$ cat src/rtl/pea_firing_scheduler.sv
`default_nettype none
// ============================================================================
// Module   : pea_firing_scheduler
// Brief    : CFDF firing scheduler for the polynomial evaluation accelerator.
//            Fires the nested firing FSM in two phases (SETUP_INSTR, then
//            INSTR), gates each INSTR firing on FIFO populations, guards every
//            firing with a watchdog and counts completed instructions.
// Revision : 1.0 - initial release
// ============================================================================
module pea_firing_scheduler #(
  parameter int WORD_SIZE      = 16,
  parameter int TIMEOUT_CYCLES = 4096
) (
  input  logic                 clk,
  input  logic                 rst,
  input  logic                 run,
  input  logic                 clear_err,
  input  logic [WORD_SIZE-1:0] pop_in_fifo_command,
  input  logic [WORD_SIZE-1:0] pop_in_fifo_data,
  input  logic [WORD_SIZE-1:0] free_out_result,
  input  logic [WORD_SIZE-1:0] free_out_status,
  input  logic [7:0]           instr,
  input  logic [4:0]           arg2,
  input  logic                 done_fsm2,
  output logic                 start_fsm2,
  output logic [1:0]           next_instr,
  output logic                 busy,
  output logic                 bad_instr,
  output logic                 error,
  output logic [15:0]          fire_count
);

  // Scheduler states
  localparam logic [2:0] S_IDLE        = 3'd0;
  localparam logic [2:0] S_SETUP_START = 3'd1;
  localparam logic [2:0] S_SETUP_WAIT  = 3'd2;
  localparam logic [2:0] S_CHECK       = 3'd3;
  localparam logic [2:0] S_INSTR_START = 3'd4;
  localparam logic [2:0] S_INSTR_WAIT  = 3'd5;
  localparam logic [2:0] S_ERROR       = 3'd6;

  // Firing modes presented to the firing FSM
  localparam logic [1:0] MODE_SETUP = 2'b00;
  localparam logic [1:0] MODE_INSTR = 2'b01;

  // Opcodes
  localparam logic [7:0] OP_STP = 8'd0;
  localparam logic [7:0] OP_EVP = 8'd1;
  localparam logic [7:0] OP_EVB = 8'd2;
  localparam logic [7:0] OP_RST = 8'd3;

  // Watchdog counts WAIT cycles; the last legal count is TIMEOUT_CYCLES-1,
  // so a WAIT state that has lasted TIMEOUT_CYCLES cycles without done exits.
  localparam int             WD_W    = $clog2(TIMEOUT_CYCLES + 1);
  localparam logic [WD_W-1:0] WD_LAST = WD_W'(TIMEOUT_CYCLES - 1);

  logic [2:0]           state;
  logic [2:0]           state_nxt;
  logic [WD_W-1:0]      wd_count;
  logic                 wd_expired;
  logic                 in_wait;
  logic [WORD_SIZE-1:0] arg2_w;
  logic [WORD_SIZE-1:0] arg2_p1;
  logic                 one_each;
  logic                 req_met;
  logic                 cmd_bad;

  assign in_wait    = (state == S_SETUP_WAIT) || (state == S_INSTR_WAIT);
  assign wd_expired = (wd_count == WD_LAST);

  // arg2 widened to the FIFO word width so arg2+1 cannot overflow
  assign arg2_w   = WORD_SIZE'(arg2);
  assign arg2_p1  = arg2_w + WORD_SIZE'(1);
  assign one_each = (free_out_result != '0) && (free_out_status != '0);

  // Token requirement and legality of the decoded command
  always_comb begin
    req_met = 1'b0;
    cmd_bad = 1'b0;
    case (instr)
      OP_STP:  req_met = (pop_in_fifo_data >= arg2_p1) && one_each;
      OP_EVP:  req_met = (pop_in_fifo_data != '0) && one_each;
      OP_EVB: begin
        cmd_bad = (arg2 == 5'd0);
        req_met = (arg2 != 5'd0) && (pop_in_fifo_data >= arg2_w) &&
                  (free_out_result >= arg2_w) && (free_out_status != '0);
      end
      OP_RST:  req_met = 1'b1;
      default: cmd_bad = 1'b1;
    endcase
  end

  // Next-state selection; done beats watchdog expiry in the WAIT states
  always_comb begin
    state_nxt = state;
    case (state)
      S_IDLE: begin
        if (run && (pop_in_fifo_command != '0)) state_nxt = S_SETUP_START;
      end
      S_SETUP_START: state_nxt = S_SETUP_WAIT;
      S_SETUP_WAIT: begin
        if (done_fsm2)       state_nxt = S_CHECK;
        else if (wd_expired) state_nxt = S_ERROR;
      end
      S_CHECK: begin
        if (cmd_bad)      state_nxt = S_IDLE;
        else if (req_met) state_nxt = S_INSTR_START;
      end
      S_INSTR_START: state_nxt = S_INSTR_WAIT;
      S_INSTR_WAIT: begin
        if (done_fsm2)       state_nxt = S_IDLE;
        else if (wd_expired) state_nxt = S_ERROR;
      end
      S_ERROR: begin
        if (clear_err) state_nxt = S_IDLE;
      end
      default: state_nxt = S_IDLE;
    endcase
  end

  // State register
  always_ff @(posedge clk or negedge rst) begin
    if (!rst) state <= S_IDLE;
    else      state <= state_nxt;
  end

  // Watchdog: zero outside WAIT, so it is cleared on every WAIT entry
  always_ff @(posedge clk or negedge rst) begin
    if (!rst)         wd_count <= '0;
    else if (in_wait) wd_count <= wd_count + WD_W'(1);
    else              wd_count <= '0;
  end

  // Firing mode: loaded when a START state is entered, held otherwise
  always_ff @(posedge clk or negedge rst) begin
    if (!rst)                               next_instr <= MODE_SETUP;
    else if (state_nxt == S_SETUP_START)    next_instr <= MODE_SETUP;
    else if (state_nxt == S_INSTR_START)    next_instr <= MODE_INSTR;
  end

  // Completed INSTR firings, naturally wrapping at 16 bits
  always_ff @(posedge clk or negedge rst) begin
    if (!rst)                                  fire_count <= 16'd0;
    else if ((state == S_INSTR_WAIT) && done_fsm2) fire_count <= fire_count + 16'd1;
  end

  // One-cycle flag for a rejected command, visible in the following IDLE cycle
  always_ff @(posedge clk or negedge rst) begin
    if (!rst) bad_instr <= 1'b0;
    else      bad_instr <= (state == S_CHECK) && cmd_bad;
  end

  assign start_fsm2 = (state == S_SETUP_START) || (state == S_INSTR_START);
  assign busy       = (state != S_IDLE) && (state != S_ERROR);
  assign error      = (state == S_ERROR);

endmodule
`default_nettype wire

$ cat config.mk
export PLATFORM = sky130hd
export DESIGN_NAME = pea_firing_scheduler
export DESIGN_NICKNAME = d
export VERILOG_FILES = /design/src/rtl/pea_firing_scheduler.sv
export SDC_FILE = /design/constraint.sdc
export NUM_CORES = 1
export LEC_CHECK = 0
export CAP_MARGIN = 25
export CORE_AREA = 2 2 114 88
export CTS_CLUSTER_DIAMETER = 100
export DETAILED_ROUTE_END_ITERATION = 6
export DIE_AREA = 0 0 116 90
export SLEW_MARGIN = 10
export SYNTH_ARGS = -nofsm -noshare
export SYNTH_HDL_FRONTEND = slang
export SYNTH_SLANG_ARGS = --single-unit
$ cat constraint.sdc
create_clock -name clk -period 2.4 [get_ports clk]
set_input_delay 0.48 -clock clk [delete_from_list [all_inputs] [get_ports clk]]
set_output_delay 0.48 -clock clk [all_outputs]
set_load 0.05 [all_outputs]
Word-level counts from Yosys, hierarchy flattened
Index checks and enable logic that the tools add are counted.

operators by class
  multiplexer cells = 13
  equal/unequal tests = 13
  reduce and logical (&&, ||, !) cells = 23
  order comparisons = 3
  $add $sub $neg = 3

operators with widths
  operator                                         number
  nonzero test 16 bit                              4
  >= comparator 16 x 5 -> 1 bit                    2
  2-to-1 mux 3 bit                                 7
  case mux 3 bit (7 select lines)                  1
  adder 16 x 1 -> 16 bit, second input constant    1
  == test 8 x 2 -> 1 bit, second input constant    2
  >= comparator 16 x 6 -> 1 bit                    1
  adder 13 x 1 -> 13 bit, second input constant    1
  == test 13 x 12 -> 1 bit, second input constant  1
  2-to-1 mux 13 bit                                1
  == test 3 bit, second input constant             4
  logical AND 1 bit                                10
  == test 8 x 1 -> 1 bit, second input constant    1
  logical NOT 8 bit                                1
  adder 5 x 1 -> 6 bit, second input constant      1
  == test 3 x 1 -> 1 bit, second input constant    2
  == test 3 x 2 -> 1 bit, second input constant    2
  logical NOT 5 bit                                1
  nonzero test 5 bit                               1
  2-to-1 mux 2 bit                                 2
  case mux 1 bit (4 select lines)                  1
  logical NOT 3 bit                                1
  inequality test 3 bit, second input constant     1
  nonzero test 3 bit                               1
  other kinds (4)                                  5

storage, ports and cells
  logic and storage cells = 60
  bits of input ports = 82
  output and inout bits = 22
  flip-flop bits (word level) = 35

Longest topological paths before layout
  word-level depth = 11
  mapped depth = 10
  mapped depth without buffers = 10

Worst setup path after synthesis
Ideal clock, no wire load.

  kind = input port to flip-flop
  start = input arg2[0]
  end = register next_instr[0]
  cell stages on the path = 9
  path buffers = 0
  data required time = 2,279 ps
  setup slack = 60 ps
  arrival time = 2,219 ps
  setup time = 121 ps
  path through = ha_1 xnor2_1 ha_1 a21o_1 a31oi_1 o21ai_0 a311o_1 a22o_4 a22o_1

between the ends
  cells in the longest elaborated chain, start to end = 10

ends and longest elaborated chain
  item                                                                   line      RTL
  start, declared                                                        23        input logic [4:0] arg2,
  branches (longest 6 deep; another with >= comparator 16 x 6 -> 1 bit)  -
  2-to-1 mux 3 bit (*)                                                   106       if (cmd_bad) state_nxt = S_IDLE;
  case mux 3 bit (7 select lines) (*)                                    96        case (state)
  == test 3 x 1 -> 1 bit or == test 3 bit (tied branches)                137, 138
  2-to-1 mux 2 bit or nonzero test 2 bit (tied branches)                 -
  end signal, assigned                                                   136       if (!rst) next_instr <= MODE_SETUP;
  end signal, assigned                                                   137       else if (state_nxt == S_SETUP_START) next_instr <= MODE_SETUP;
  end signal, assigned                                                   138       else if (state_nxt == S_INSTR_START) next_instr <= MODE_INSTR;
  end, declared                                                          26        output logic [1:0] next_instr,

Mark *: on every way between the ends.
A chain may end at the register's enable or synchronous reset.

Final worst setup path
  start = input arg2[4]
  end = register next_instr[0]

Same word-level chain as after synthesis.

==> flow_metrics.env <==
export IMPL_drt_wirelength_per_cell_um=12.7
export IMPL_synth_async_reset_ratio_pct=100
export IMPL_post_cts_buffers=0
export IMPL_grt_pass1_wl_um=10900
export IMPL_hold_buffers=0
export IMPL_syn_inst=242
export IMPL_clkTransAtPathRegs_ns=0.05
export IMPL_cts_tree="built"
export IMPL_finClkSkew_ns=0.00349
export IMPL_worstPathRequired_ns=2.56
export IMPL_setup_tns_ns=0
export IMPL_grt_use_total_pct=12.8
export IMPL_place_congestion=0.820
export IMPL_post_route_util_pct=41.2
export IMPL_diodes=0
export IMPL_syn_area_um2=2280
export IMPL_vias_per_cell=4.39
export IMPL_synthFlopType="dfrtp_1"
export IMPL_cts_buffers=5
export IMPL_rsz0062_at_grt="no"
export IMPL_dpl_cell_area_um2=3660
export IMPL_total_power_mw=2.15
export IMPL_drive_above_1_share_pct=14.6
export IMPL_finalSetupViolations=0
export IMPL_synth_seq_cells=34
export IMPL_cp_startpoint="arg2[4]"
export IMPL_cts_buffer_depth=2
export IMPL_insertion_delay_ns=0.27
export IMPL_worstReg2RegStart="wd_count[0]$_DFF_PN0_"
export IMPL_htree_levels=2
export IMPL_slew_headroom_pct=64.2
export IMPL_crit_fanout=4
export IMPL_pre_cts_ws_ns=-0.605
export IMPL_post_route_period_util_pct=98.8
export IMPL_layoutNonFillerInstCount=509
export IMPL_endpoint_kind="flip-flop"
export IMPL_holdCritStartpoint="fire_count[15]$_DFFE_PN0P_"
export IMPL_final_hold_viol_count=0
export IMPL_fin_ws_ns=0.0287
export IMPL_placeableCoreArea_um2=9390
export IMPL_fp_row_count=31
export IMPL_drv_cap=0
export IMPL_die_h_um=90
export IMPL_clock_sinks=34
export IMPL_syn_nets=344
export IMPL_cts_root_buf="clkbuf_16"
export IMPL_fmax_ghz=0.422
export IMPL_p_leak_nw=1.68
export IMPL_p_per_area_nw_per_um2=555
export IMPL_ys_seq_area_share_pct=37.4
export IMPL_nets=478
export IMPL_slew_viol_final=0
export IMPL_arrival_ns=2.53
export IMPL_placed_cells=501
export IMPL_synth_edf_count=0
export IMPL_numPortBuffers=102
export IMPL_hold_path_class="flip-flop to flip-flop"
export IMPL_drtIter0Drc=82
export IMPL_yosysWarnings=0
export IMPL_path_class="input port to flip-flop"
export IMPL_avgSynthCellArea_um2=9.40
export IMPL_grt_overflow=0
export IMPL_fillers=959
export IMPL_whs_ns=0.479
export IMPL_tightest_slew_ns=0.530
export IMPL_num_vias=2236
export IMPL_outcome="finished, final reports clean"
export IMPL_die_w_um=116
export IMPL_drc_errors=0
export IMPL_drtPass1Iterations=4
export IMPL_period_needed_ns=2.37
export IMPL_multi_input_area_um2=1370
export IMPL_synth_distinct_cells=47
export IMPL_antenna_found_initial=0
export IMPL_startpoint_type="input port"
export IMPL_initial_utilization_pct=24.2
export IMPL_grt_max_degree=35
export IMPL_drt_wl_total_um=6480
export IMPL_vdd_drop_max_mv=0.273
export IMPL_io_pins=104
export IMPL_final_area_um2=3870
export IMPL_seqCellArea_um2=851
export IMPL_grt_pass1_vias=2233
export IMPL_area_delta_synth_final_pct=70.0
export IMPL_dieArea_um2=10400
export IMPL_hpwl_um=5490
export IMPL_antenna_left=0
==> critical path, stage by stage <==
cell and delay (ns):
clkdlybuf4s50_1 0.50, inv_2 0.06, or3_1 0.35, ha_1 0.19
o21a_1 0.16, a311o_1 0.32, a22o_4 0.24, a22o_1 0.22
==> synthesized netlist by cell type, types with 2 or more instances <==
master / count / area [um2]
nor2b_1: 3 / 18.8
nand2b_1: 5 / 31.3
nor4_1: 13 / 81.3
clkbuf_1: 3 / 11.3
buf_2: 2 / 10.0
nor3_1: 4 / 20.0
or3_1: 2 / 12.5
a21oi_1: 6 / 30.0
xor2_1: 8 / 70.1
o41ai_1: 2 / 17.5
o21ai_0: 7 / 35.0
a21o_1: 4 / 30.0
dfrtp_1: 34 / 851
inv_1: 13 / 48.8
nand3_1: 17 / 85.1
xnor2_1: 21 / 184
a31oi_1: 2 / 12.5
nand4_1: 4 / 25.0
and3_1: 9 / 56.3
nand2_1: 12 / 45.0
ha_1: 20 / 250
nor2_1: 26 / 97.6
==> path summary, 6_finish.rpt <==
check	cells past startpoint	end	slack (ns)
worst max-delay path	8	next_instr[0]$_DFFE_PN0P_	0.03
worst min-delay path	1	fire_count[15]$_DFFE_PN0P_	0.48
worst max register to register	7	next_instr[0]$_DFFE_PN0P_	0.29
worst min register to register	1	fire_count[15]$_DFFE_PN0P_	0.48
max in group asynchronous	2	fire_count[13]$_DFFE_PN0P_	1.45
min in group asynchronous	2	wd_count[10]$_DFF_PN0_	0.64
==> cell usage in the layout, fill, tap and decap left out, types with 6 or more instances in the layout <==
cell type	n
a21oi_1	6
and3_1	9
buf_4	34
clkdlybuf4s50_1	95
dfrtp_1	34
ha_1	19
inv_1	12
nand2_1	12
nand3_1	17
nor2_1	26
nor4_1	13
xnor2_1	21
xor2_1	8
==> report_power, final <==
part	internal, mW	switching, mW	total [mW]
Combinational	0.305	0.319	0.623
Sequential	0.612	0.0617	0.674
Clock	0.623	0.226	0.849
Total	1.54	0.607	2.15
==> cells by family after synthesis <==
family	after synthesis	synth area share, %
AND/OR/NAND/NOR	105	25.3
flip-flops	34	37.4
AO/OA/AOI/OAI	32	10.7
XOR/XNOR	29	11.2
adder cells (fa/ha/maj)	20	11.0
buffers and inverters	19	3.41
multiplexers	2	0.935
other	1	0.165
==> metal layers <==
layer  global-route usage, %  part of all wire (%)  wire (um)  up-vias
met5                       0                     0          0        -
met4                    2.78                   1.1         73        0
met3                    2.76                   5.6        360        6
met2                    19.3                    45       2900       54
met1                    18.8                    49       3150     1042
li1                        -                     -          -     1134
==> cell type report <==
type	count	area share [%]
Multi-Input combinational cell	189	35.5
Tap cell	132	4.27
Inverter	13	1.26
Sequential cell	34	22.0
Clock buffer	6	3.59
Clock inverter	2	1.55
Timing Repair Buffer	133	31.9
==> sequential cells by signal, indices dropped and copies added, names as in the netlist <==
signal	flops
bad_instr	1
wd_count	13
state	3
next_instr	1
fire_count	16
==> timing repair <==
| item | in CTS | in global routing |
|---|---|---|
| setup endpoints to repair | 4 | 3 |
| resized for setup | 7 | 8 |
| pin swaps | 4 | 6 |
No activity file was read; power rests on OpenSTA's default activity.
